==> src/rtl/decode_stage_buf.sv <==
// -----------------------------------------------------------------------------
// decode_stage_buf
//
// Registered MIPS decode stage between fetch and execute, with a valid/ready
// handshake on both sides and a two-entry skid buffer (head H, skid S).
//
// Every decoded field is a flop. The fields are decoded when an entry is
// loaded into H, so nothing on Inst reaches an output combinationally.
// InReady is driven only by the registered skid-valid bit.
//
// Optional feature:
//   DECODE_CLASS_EN - when defined, adds the instClass output. It is a one-hot
//                     {J,I,R} instruction class that is registered with H.
//
// Parameters:
//   PC_WIDTH       width of PcPlus4 / PcPlus4Out / jumpTarget (28..32)
//   IMM_EXT_WIDTH  width of immExt (>= 16)
//
// Ports:
//   Clk, Reset       clock and synchronous active-high reset
//   Flush            drop every held entry; overrides accept and pop
//   InValid/InReady  upstream handshake (Inst, PcPlus4)
//   OutValid/OutReady downstream handshake for the head entry
//   opcode, Funct, shamt, rd, rt, rs, imm
//                    raw instruction fields of the head entry
//   immExt           zero-extended for andi/ori/xori, otherwise sign-extended
//   jumpTarget       {PcPlus4[top:28], Inst[25:0], 2'b00}
//   PcPlus4Out       PcPlus4 carried with the head entry
//   instClass        (DECODE_CLASS_EN only) one-hot {J,I,R}
// -----------------------------------------------------------------------------
module decode_stage_buf #(
  parameter int PC_WIDTH      = 32,
  parameter int IMM_EXT_WIDTH = 32
) (
  input  logic                     Clk,
  input  logic                     Reset,
  input  logic                     Flush,
  input  logic                     InValid,
  output logic                     InReady,
  input  logic [31:0]              Inst,
  input  logic [PC_WIDTH-1:0]      PcPlus4,
  output logic                     OutValid,
  input  logic                     OutReady,
  output logic [5:0]               opcode,
  output logic [5:0]               Funct,
  output logic [4:0]               shamt,
  output logic [4:0]               rd,
  output logic [4:0]               rt,
  output logic [4:0]               rs,
  output logic [15:0]              imm,
  output logic [IMM_EXT_WIDTH-1:0] immExt,
  output logic [PC_WIDTH-1:0]      jumpTarget,
  output logic [PC_WIDTH-1:0]      PcPlus4Out
`ifdef DECODE_CLASS_EN
  ,
  output logic [2:0]               instClass
`endif
);

  // ---------------------------------------------------------------------------
  // State
  // ---------------------------------------------------------------------------
  logic                     h_valid_q, h_valid_d;
  logic                     s_valid_q, s_valid_d;
  logic [31:0]              s_inst_q, s_inst_d;
  logic [PC_WIDTH-1:0]      s_pc_q, s_pc_d;

  logic [5:0]               opcode_q, opcode_d;
  logic [5:0]               funct_q, funct_d;
  logic [4:0]               shamt_q, shamt_d;
  logic [4:0]               rd_q, rd_d;
  logic [4:0]               rt_q, rt_d;
  logic [4:0]               rs_q, rs_d;
  logic [15:0]              imm_q, imm_d;
  logic [IMM_EXT_WIDTH-1:0] imm_ext_q, imm_ext_d;
  logic [PC_WIDTH-1:0]      jump_target_q, jump_target_d;
  logic [PC_WIDTH-1:0]      pc_plus4_q, pc_plus4_d;
`ifdef DECODE_CLASS_EN
  logic [2:0]               inst_class_q, inst_class_d;
`endif

  // ---------------------------------------------------------------------------
  // Handshake and transfer control
  // ---------------------------------------------------------------------------
  logic accept;
  logic pop;
  logic load_h;       // H takes a new entry this cycle
  logic h_from_skid;  // that entry comes from S rather than from the input

  assign accept = InValid & InReady;
  assign pop    = h_valid_q & OutReady;

  always_comb begin
    h_valid_d   = h_valid_q;
    s_valid_d   = s_valid_q;
    s_inst_d    = s_inst_q;
    s_pc_d      = s_pc_q;
    load_h      = 1'b0;
    h_from_skid = 1'b0;

    if (Flush) begin
      // Flush wins over both pop and accept. The field registers keep their
      // values; only the valid bits are cleared.
      h_valid_d = 1'b0;
      s_valid_d = 1'b0;
    end else if (pop && !accept) begin
      if (s_valid_q) begin
        load_h      = 1'b1;
        h_from_skid = 1'b1;
        s_valid_d   = 1'b0;
      end else begin
        h_valid_d = 1'b0;
      end
    end else if (accept && (!h_valid_q || pop)) begin
      // When H pops and accepts in the same cycle, S is known to be empty,
      // because InReady would otherwise be low.
      load_h    = 1'b1;
      h_valid_d = 1'b1;
    end else if (accept) begin
      // H is holding and not draining, so the new entry parks in S.
      s_valid_d = 1'b1;
      s_inst_d  = Inst;
      s_pc_d    = PcPlus4;
    end
  end

  // ---------------------------------------------------------------------------
  // Decode of the entry that is being loaded into H
  // ---------------------------------------------------------------------------
  logic [31:0]              src_inst;
  logic [PC_WIDTH-1:0]      src_pc;
  logic [5:0]               src_opcode;
  logic                     src_zero_ext;
  logic                     imm_fill;
  logic [IMM_EXT_WIDTH-1:0] dec_imm_ext;
  logic [PC_WIDTH-1:0]      dec_jump_target;

  assign src_inst   = h_from_skid ? s_inst_q : Inst;
  assign src_pc     = h_from_skid ? s_pc_q   : PcPlus4;
  assign src_opcode = src_inst[31:26];

  // andi / ori / xori use a zero-extended immediate. Every other opcode
  // sign-extends from imm[15].
  assign src_zero_ext = (src_opcode == 6'h0C) || (src_opcode == 6'h0D) ||
                        (src_opcode == 6'h0E);
  assign imm_fill     = src_inst[15] & ~src_zero_ext;

  assign dec_imm_ext[15:0] = src_inst[15:0];
  for (genvar gi = 16; gi < IMM_EXT_WIDTH; gi++) begin : g_imm_fill
    assign dec_imm_ext[gi] = imm_fill;
  end

  // The jump target stays inside the current 256 MiB region. PcPlus4 bits
  // above 28 are copied as they are, and no carry is formed into them.
  assign dec_jump_target[27:0] = {src_inst[25:0], 2'b00};
  for (genvar gi = 28; gi < PC_WIDTH; gi++) begin : g_jump_region
    assign dec_jump_target[gi] = src_pc[gi];
  end

  always_comb begin
    opcode_d      = opcode_q;
    funct_d       = funct_q;
    shamt_d       = shamt_q;
    rd_d          = rd_q;
    rt_d          = rt_q;
    rs_d          = rs_q;
    imm_d         = imm_q;
    imm_ext_d     = imm_ext_q;
    jump_target_d = jump_target_q;
    pc_plus4_d    = pc_plus4_q;
    if (load_h) begin
      opcode_d      = src_opcode;
      funct_d       = src_inst[5:0];
      shamt_d       = src_inst[10:6];
      rd_d          = src_inst[15:11];
      rt_d          = src_inst[20:16];
      rs_d          = src_inst[25:21];
      imm_d         = src_inst[15:0];
      imm_ext_d     = dec_imm_ext;
      jump_target_d = dec_jump_target;
      pc_plus4_d    = src_pc;
    end
  end

`ifdef DECODE_CLASS_EN
  // One-hot {J,I,R}: R for SPECIAL (0x00), J for j/jal, I for everything else.
  always_comb begin
    inst_class_d = inst_class_q;
    if (load_h) begin
      if (src_opcode == 6'h00) begin
        inst_class_d = 3'b001;
      end else if ((src_opcode == 6'h02) || (src_opcode == 6'h03)) begin
        inst_class_d = 3'b100;
      end else begin
        inst_class_d = 3'b010;
      end
    end
  end
`endif

  // ---------------------------------------------------------------------------
  // Registers
  // ---------------------------------------------------------------------------
  always_ff @(posedge Clk) begin
    if (Reset) begin
      h_valid_q     <= 1'b0;
      s_valid_q     <= 1'b0;
      s_inst_q      <= '0;
      s_pc_q        <= '0;
      opcode_q      <= '0;
      funct_q       <= '0;
      shamt_q       <= '0;
      rd_q          <= '0;
      rt_q          <= '0;
      rs_q          <= '0;
      imm_q         <= '0;
      imm_ext_q     <= '0;
      jump_target_q <= '0;
      pc_plus4_q    <= '0;
    end else begin
      h_valid_q     <= h_valid_d;
      s_valid_q     <= s_valid_d;
      s_inst_q      <= s_inst_d;
      s_pc_q        <= s_pc_d;
      opcode_q      <= opcode_d;
      funct_q       <= funct_d;
      shamt_q       <= shamt_d;
      rd_q          <= rd_d;
      rt_q          <= rt_d;
      rs_q          <= rs_d;
      imm_q         <= imm_d;
      imm_ext_q     <= imm_ext_d;
      jump_target_q <= jump_target_d;
      pc_plus4_q    <= pc_plus4_d;
    end
  end

`ifdef DECODE_CLASS_EN
  always_ff @(posedge Clk) begin
    if (Reset) begin
      inst_class_q <= 3'b000;
    end else begin
      inst_class_q <= inst_class_d;
    end
  end

  assign instClass = inst_class_q;
`endif

  // ---------------------------------------------------------------------------
  // Outputs
  // ---------------------------------------------------------------------------
  assign InReady    = ~s_valid_q;
  assign OutValid   = h_valid_q;
  assign opcode     = opcode_q;
  assign Funct      = funct_q;
  assign shamt      = shamt_q;
  assign rd         = rd_q;
  assign rt         = rt_q;
  assign rs         = rs_q;
  assign imm        = imm_q;
  assign immExt     = imm_ext_q;
  assign jumpTarget = jump_target_q;
  assign PcPlus4Out = pc_plus4_q;

endmodule

==> config.mk <==
export PLATFORM = sky130hd
export DESIGN_NAME = decode_stage_buf
export DESIGN_NICKNAME = d
export VERILOG_FILES = /design/src/rtl/decode_stage_buf.sv
export SDC_FILE = /design/constraint.sdc
export NUM_CORES = 1
export LEC_CHECK = 0
export ABC_AREA = 1
export CAP_MARGIN = 10
export CORE_UTILIZATION = 35
export DETAILED_ROUTE_END_ITERATION = 7
export PLACE_DENSITY = 0.67
export SLEW_MARGIN = 10
export SYNTH_ARGS = -nofsm -noshare
export SYNTH_HDL_FRONTEND = slang
export SYNTH_SLANG_ARGS = --single-unit
export TNS_END_PERCENT = 1
==> constraint.sdc <==
create_clock -name Clk -period 1.4 [get_ports Clk]
set_clock_uncertainty 0.15 [all_clocks]
set_input_delay 0.35 -clock Clk [delete_from_list [all_inputs] [get_ports Clk]]
set_output_delay 0.35 -clock Clk [all_outputs]
set_load 0.02 [all_outputs]
==> run metrics <==
status=finished, violations left; failing checks=negative setup slack; TritonCTS clock tree=done; Final GP Congestion=0.7668; CTS Hold Bufs=0; maximum vdd drop=0.8897 mV; Tot GR Track Use=0.1886; Final Cycle Share=1.107; vias in the first global route=5347; initial antenna violation count=0; I/O pin cnt=215; final net count=998; worst path cell trace=inv_2 -> nor2_4 -> nor2_4 -> nand2_4 -> nand2_8 -> buf_6 -> buf_16 -> buf_6 -> a31oi_1; top cell type's share of synthesized area=0.4321; clock sink count=131; final worst slack=-150.3 ps; FF-to-FF setup slack=-150 ps; Num CTS Buffers=17; die height=133.7 um; Synth Instances=762; hpwl dp=10.62 mm; share of cells above drive strength 1=0.3960; Buffers on Ports=212; Area Growth Syn to Fin=52.17%; GR Overflow Total=0; reg-to-reg endpoint=shamt[3]; DRT iter0 DRCs=249; Final Total Pwr=10.28 mW; Post-synth top cells=dfxtp_1, nor2_1, o21ai_0, buf_4, nand2_1; Slowest cell on crit path=dfxtp_4; Pleak=3.841 nW; Reg-to-Reg Start=OutValid; leading area contributor after synthesis=dfxtp_1; Tightest Hold Check Type=primary input to register; worst hold path depth=3; Slew Viols, Final=0; Hold Path Sink=s_valid_q; worst reg2reg path depth=9; Post-Route WL=17.19 mm; Tmin final=1550 ps; largest net degree at the start of global routing=40; WL/cell=14.79 um; die area=17870 sq um; Worst path top cell family by delay=buffers and inverters; P per Cell Area=1113 nW/um^2; Hold Violations, Final=0; post-synthesis area per instance=7.965 sq um; footprint of the multi-input gates=2517 sq um; Worst Path Required=1580 ps; remaining antenna violation count=0; Synth Cell Area=6070 sq um; H-Tree Level Count=4; CTS clk-pin slew, worst paths=60 ps; Synth area leaders=dfxtp_1, buf_4, nor2_1, o21ai_0, a31oi_2; Yosys reg bits=131; MaxCap Viol Count=0; Worst EP arrival=1730 ps; asr flop ratio synth=0; Achievable Freq=645.0 MHz; global-route wire length before repair=26.85 mm; CP Launch Point=OutValid; crit path max fanout=6; drt drc=0; worst min-delay path startpoint=InValid; Final setup viols=187; maximum clock insertion buffer count=2; CTS root buf=clkbuf_16; Synth Flop Type=dfxtp_1; Filler cells=1589; register area share after synthesis=0.4321; critical path's largest stage delay=350 ps; clock latency on the worst-skew pair=410 ps; most common cell in the netlist=dfxtp_1; fin util=0.5511; Buf/Inv on CP=4; RSZ-0062 raised after global routing=yes; crit path kind=register to register; FF+latch area=2751 sq um; Ys Warns=0; CP endpoint kind=register; via count=5599; # rows=47; Critical Path Start Type=register; number of flops mapped to enable cells by yosys=0; Initial DRT Pass Iterations=4; n_diodes=0; post-synth cell types=22; Core ar.=16760 sq um; Die Wd=133.7 um; vias per cell=4.818; starting density of the core=0.3622
## sequential cells by signal, indices dropped and copies added, names as in the netlist
signal      cells
PcPlus4Out     32
s_inst_q       32
s_pc_q         32
opcode          6
Funct           5
rd              4
rs              4
rt              4
shamt           4
immExt          2
imm             2
jumpTarget      2
OutValid        1
s_valid_q       1
## timing repair
item / CTS / global route
endpoints found under the setup margin: 271 / 257
pin swaps: 5 / 13
gates cloned: 4 / 6
gates resized for setup: 859 / 93
setup buffers: 1 / 6
## layout make-up
cell class,instances,share of cell area
multi-input combinational,479,0.2726
clock buffer,24,0.05662
sequential,131,0.2979
tap,220,0.02980
timing repair buffer,287,0.3297
inverter,13,0.005690
clock inverter,8,0.007721
## cell families after synthesis
group,synth area share
compound gates,0.2051
buf+inv,0.1711
flops,0.4321
other cells,0.0006178
simple gates,0.1911
## layout by cell type (no fill, tap or decap), drive strengths merged
master | synthesis | routed
buf | 123 | 214
dfxtp | 131 | 131
nor2 | 129 | 129
o21ai | 127 | 127
nand2 | 84 | 85
nand3 | 66 | 66
clkdlybuf4s50 | 0 | 65
a31oi | 61 | 61
clkbuf | 18 | 29
inv | 13 | 12
a21oi | 8 | 8
clkinv | 0 | 7
conb | 1 | 2
dlymetal6s2s | 0 | 2
nor3 | 1 | 1
bufinv | 0 | 1
clkinvlp | 0 | 1
dlygate4sd2 | 0 | 1
## metrics by stage
step                      area [sq um]  instances  setup slack (ps)  TNS (ps)  hold WS (ps)
after floorplan                   6093        763            -42.65     -1275         269.1
after global placement            8135       1114            -645.9    -80080         289.7
after detailed placement          8135       1114            -691.7    -83230         296.8
after CTS                         8817       1151            -156.8    -15400         265.6
after global routing              9236       1162            -252.8    -28860         186.3
final                             9236       1162            -150.3    -11760         165.9
## report_power, final
group	switching [mW]	internal, mW
sequential	0.150	3.90
clock	1.60	2.77
combinational	0.898	0.965
total	2.65	7.64
## worst min-delay path, cell delays in order
cell and delay [ps]:
dlymetal6s2s_1 130, a21oi_1 80, nor3_1 120
## layer usage
layer / GRT usage / share of wire / vias to the layer above
met1: 0.2254 / 0.45 / 2586
li1: - / - / 2828
met4: 0.08018 / 0.017 / 0
met3: 0.03995 / 0.049 / 21
met2: 0.3258 / 0.49 / 164
met5: 0 / 0 / -
## worst max path at each step
stage | end | slack [ps] | cells after the start
5_1_grt | immExt[16] | -250 | 10
6_report | shamt[3] | -150 | 9
3_5_place_dp | shamt[2] | -690 | 9
2_1_floorplan | opcode[0] | -40 | 9
4_1_cts | immExt[23] | -160 | 2
3_3_place_gp | rd[3] | -650 | 9
Power figures use the tool's default switching activity.
